### src/rtl/pc_pkg.sv
// Shared types and defaults for the program-counter fetch stage.
// The FSM encoding lives here so the top and the bench agree on one definition.
package pc_pkg;

  localparam int PC_WIDTH = 16;

  localparam logic [PC_WIDTH-1:0] PC_RESET_ADDR = 16'h0000;
  localparam logic [PC_WIDTH-1:0] PC_STEP       = 16'h0001;

  typedef enum logic [1:0] {
    IDLE   = 2'd0,
    RUN    = 2'd1,
    HALTED = 2'd2
  } pc_state_t;

endpackage

### src/rtl/sumador.sv
// Plain WIDTH-bit adder; the carry out is discarded so results wrap modulo 2^WIDTH.
module sumador #(
  parameter int WIDTH = 16
) (
  input  logic [WIDTH-1:0] A,
  input  logic [WIDTH-1:0] B,
  output logic [WIDTH-1:0] C
);

  assign C = A + B;

endmodule

### src/rtl/pc_fetch_unit.sv
// Program-counter stage: holds the PC, presents it to instruction memory under
// valid/ready, and advances through the external sumador adder.
module pc_fetch_unit
  import pc_pkg::*;
#(
  parameter int              WIDTH      = PC_WIDTH,
  parameter logic [WIDTH-1:0] RESET_ADDR = WIDTH'(PC_RESET_ADDR),
  parameter logic [WIDTH-1:0] STEP       = WIDTH'(PC_STEP)
) (
  input  logic             clk,
  input  logic             rst,
  input  logic             start,
  input  logic             stall,
  input  logic             br_valid,
  input  logic [WIDTH-1:0] br_target,
  input  logic             halt,
  input  logic             fetch_ready,
  output logic             fetch_valid,
  output logic [WIDTH-1:0] pc_out,
  output logic [WIDTH-1:0] pc_seq,
  output logic             halted
);

  pc_state_t        state_q, state_d;
  logic [WIDTH-1:0] pc_q, pc_d;
  logic             fetch_valid_q, fetch_valid_d;
  logic             halted_q, halted_d;
  logic [WIDTH-1:0] pc_seq_w;
  logic             accept;

  sumador #(
    .WIDTH(WIDTH)
  ) u_sumador (
    .A(pc_q),
    .B(STEP),
    .C(pc_seq_w)
  );

  // A handshake during stall is visible to memory but must not advance the PC.
  assign accept = fetch_valid_q && fetch_ready && !stall;

  always_comb begin
    state_d       = state_q;
    pc_d          = pc_q;
    fetch_valid_d = 1'b0;
    halted_d      = 1'b0;

    case (state_q)
      IDLE: begin
        if (halt) begin
          state_d = HALTED;
        end else if (start) begin
          state_d = RUN;
        end
      end
      RUN: begin
        if (halt) begin
          state_d = HALTED;
        end else if (br_valid) begin
          pc_d = br_target;
        end else if (accept) begin
          pc_d = pc_seq_w;
        end
      end
      HALTED: begin
        state_d = HALTED;
      end
      default: begin
        state_d = IDLE;
      end
    endcase

    fetch_valid_d = (state_d == RUN);
    halted_d      = (state_d == HALTED);
  end

  always_ff @(posedge clk) begin
    if (rst) begin
      state_q       <= IDLE;
      pc_q          <= RESET_ADDR;
      fetch_valid_q <= 1'b0;
      halted_q      <= 1'b0;
    end else begin
      state_q       <= state_d;
      pc_q          <= pc_d;
      fetch_valid_q <= fetch_valid_d;
      halted_q      <= halted_d;
    end
  end

  assign pc_out      = pc_q;
  assign pc_seq      = pc_seq_w;
  assign fetch_valid = fetch_valid_q;
  assign halted      = halted_q;

endmodule

### config.mk
export PLATFORM = sky130hd
export DESIGN_NAME = pc_fetch_unit
export DESIGN_NICKNAME = d
export VERILOG_FILES = /design/src/rtl/pc_pkg.sv /design/src/rtl/sumador.sv /design/src/rtl/pc_fetch_unit.sv
export SDC_FILE = /design/constraint.sdc
export NUM_CORES = 1
export LEC_CHECK = 0
export ABC_AREA = 1
export CAP_MARGIN = 10
export CORE_MARGIN = 4
export CORE_UTILIZATION = 50
export DETAILED_ROUTE_END_ITERATION = 12
export DONT_BUFFER_PORTS = 1
export HOLD_SLACK_MARGIN = 0.08
export SYNTH_ARGS = -nofsm -noshare
export SYNTH_HDL_FRONTEND = slang
export SYNTH_SLANG_ARGS = --single-unit
### constraint.sdc
create_clock -name clk -period 1.7 [get_ports clk]
set_input_delay 0.34 -clock clk [delete_from_list [all_inputs] [get_ports clk]]
set_output_delay 0.34 -clock clk [all_outputs]
set_load 0.01 [all_outputs]
==> results.ini <==
[run_status]
status=complete, but fails checks
violations=negative setup slack

[sta]
rsz0062_at_grt=yes
hold_ws_ns=0.209
final.setup_skew_ns=0.00198
setup_ws_ns=-0.0619
finalSetupViolations=6
slew_headroom_pct=69.6
tightest_slew_ns=0.456
final.setup.tns_ns=-0.184
period_share_pct=104
slew_viol_final=0
hold_viol=0
fmax_mhz=568
fin_crit_ns=1.76

[global_routing]
grt_usage_pct=21.3
antenna_found_initial=0
grt_max_degree=19
grt-ovfl-total=0
grt_pass1_wl_um=5600
grt_pass1_vias=1184

[worst_setup_path]
startpoint=pc_out[1]$_SDFFE_PP0P_
reg2reg_from=state_q[1]$_SDFF_PP0_
cp.required_ns=1.36
reg2reg_depth=6
rr_endpoint=pc_out[9]$_SDFFE_PP0P_
worstSetupPathType=flop to output port
r2r_slack_ns=0.28
path_max_fanout=3
crit_path_end_kind=output port
cp-start-kind=flop
critical_path_arrival_ns=1.42

[synthesis]
yosys.area_share.simple_pct=34.3
syn_area_per_cell_um2=6.88
synth.distinct_cells=34
synthAdderAreaFrac_pct=1.02
yosysSeqAreaShare_pct=30.9
synth_ff_type=dfxtp_1
synthMuxAreaShare_pct=0
synth_edf_count=0
synth_fp_nets=203
syn-instance-count=179
synth_warnings=0
synthArstFlopShare_pct=0
synthesis.area_um2=1230
synthXorXnorAreaFrac_pct=5.49
synth_seq_cells=19
synth_top_family_by_area=simple AND/OR/NAND/NOR gates
synth_compound_area_share_pct=21.0

[detailed_routing]
wl_um=3560
drc=0
drt_iter0_drc=45
wl_per_cell_um=16.2
vias_per_cell=5.78
firstDrtPassIters=4
vias=1272
antenna_left=0

[floorplan]
ios=57
die_w_um=57.6
die_area_um2=3320
rows=17
die_h_um=57.6
core_area_um2=2280
start_util_pct=54.1

[hold_path]
hp-class=input pin to flop
hold-path-endpoint=fetch_valid$_SDFF_PP0_
whs_path_depth=2
min_from=halt

[cts]
clk_latency_ns=0.30
clk_pin_slew_worst_paths_ns=0.11
cts_buffer_depth=2
cts_tree=yes
htree_levels=1
clock_sinks=19
cts_buffers=3
cts_root_buffer=clkbuf_4

[layout]
finalNonFillerCells=220
diodes=0
drive_above_1_share_pct=34.9
syn_to_final_growth_pct=22.9
fin_util_pct=66.5
nets=217
seq_area_um2=397
nFillCells=197
multi_input_area_um2=882

[power_and_ir_drop]
combinationalPowerShare_pct=9.6
clkPwrFrac_pct=30.7
power.switching_mw=0.209
vdd.ir_drop.worst_v=0.000435
seqPwrFrac_pct=59.7
pwr_density_cell_nw_per_um2=517
p_int_mw=0.574
p_sw_share_pct=26.7
p_leak_nw=0.582

[flow_run]
maxCapViolCount=0

[place]
hpwl_um=2480
port_buffers=0
placed_cells=213
gp_congestion=0.790

[synthesized netlist by cell type, types with 3 or more instances]
library cell	n	area [um2]
dfxtp_1	19	380
and2_1	3	18.8
nor2_1	12	45.0
nand3_1	5	25.0
inv_1	8	30.0
o21ai_0	16	80.1
nand2_1	41	154
nor2_2	4	25.0
nand4_1	3	18.8
o21ai_1	4	20.0
nand2_2	7	43.8
a21oi_1	25	125
[worst max-delay path, cell delays in order, from the launching register on]
cell	delay, ns
dfxtp_2	0.37
ha_4	0.16
nand3_4	0.10
inv_4	0.09
nand2_4	0.06
o21ai_2	0.15
and2_4	0.18
[placed cells by master (no fill, tap or decap), types with 2 or more instances in the layout]
master    instances
nand2_2           9
o21ai_0          15
nand2_1          37
inv_4             3
a21oi_2           2
clkbuf_4          3
nand2_4           2
o21ai_2           3
xnor2_2           2
nand3_4           2
dfxtp_2           7
and2_4            2
nand3_1           5
nor3_1            2
inv_1             7
nor2_1           11
o21ai_1           3
dfxtp_1          10
nand4_1           3
buf_4            14
a21oi_1          25
nor2_4            6
dfxtp_4           2
[through the flow]
step                      setup slack (ns)  area (um2)  total power [mW]
after floorplan                     0.0872        1230             0.533
after global placement               0.162        1320             0.544
after detailed placement             0.117        1320             0.546
after CTS                          -0.0635        1450             0.791
after global routing                -0.156        1510             0.822
final                              -0.0619        1510             0.783
[cells by family after synthesis]
kind of cell             Yosys count
AND/OR/NAND/NOR                   85
AO/OA/AOI/OAI                     49
buffers and inverters             19
flip-flops                        19
XOR/XNOR                           6
adder cells (fa/ha/maj)            1
[final cells by class]
class,count,share of cell area [%]
Multi-Input combinational cell,141,58.3
Sequential cell,19,26.2
Timing Repair Buffer,15,7.61
Inverter,13,3.80
Tap cell,28,2.32
Clock buffer,4,1.74
[metal layers]
metal	vias to the layer above	share of wire, %	GRT usage, %
met3	7	9.6	4.68
li1	619	-	-
met1	583	38	26.0
met4	0	1.3	6.29
met5	-	0	0
met2	63	51	37.4
[power by group through the flow]
stage               sequential, mW  combinational [mW]  clock, mW
finish                       0.467              0.0749      0.240
CTS                          0.470              0.0706      0.250
global placement             0.478              0.0654          0
floorplan                    0.479              0.0533          0
global route                 0.469              0.0818      0.272
detailed placement           0.479              0.0671          0
[registers in the layout, summed over array words and instances, names as in the netlist]
name,count
fetch_valid,1
pc_out,16
state_q,2
[worst max-delay path by stage]
stage,to,slack [ns]
floorplan,pc_seq[10],0.09
global placement,pc_seq[10],0.16
detailed placement,pc_seq[10],0.12
CTS,pc_seq[10],-0.06
global route,pc_seq[10],-0.16
finish,pc_seq[10],-0.06
[timing repair]
item                                   in CTS  in global routing
setup endpoints to repair                  12                 12
pin swaps                                   3                  1
hold buffers                                0                  1
buffers inserted                            1                  1
gates resized for setup                    27                 11
endpoints found under the hold margin       0                  3
No activity file was read; power rests on OpenSTA's default activity.
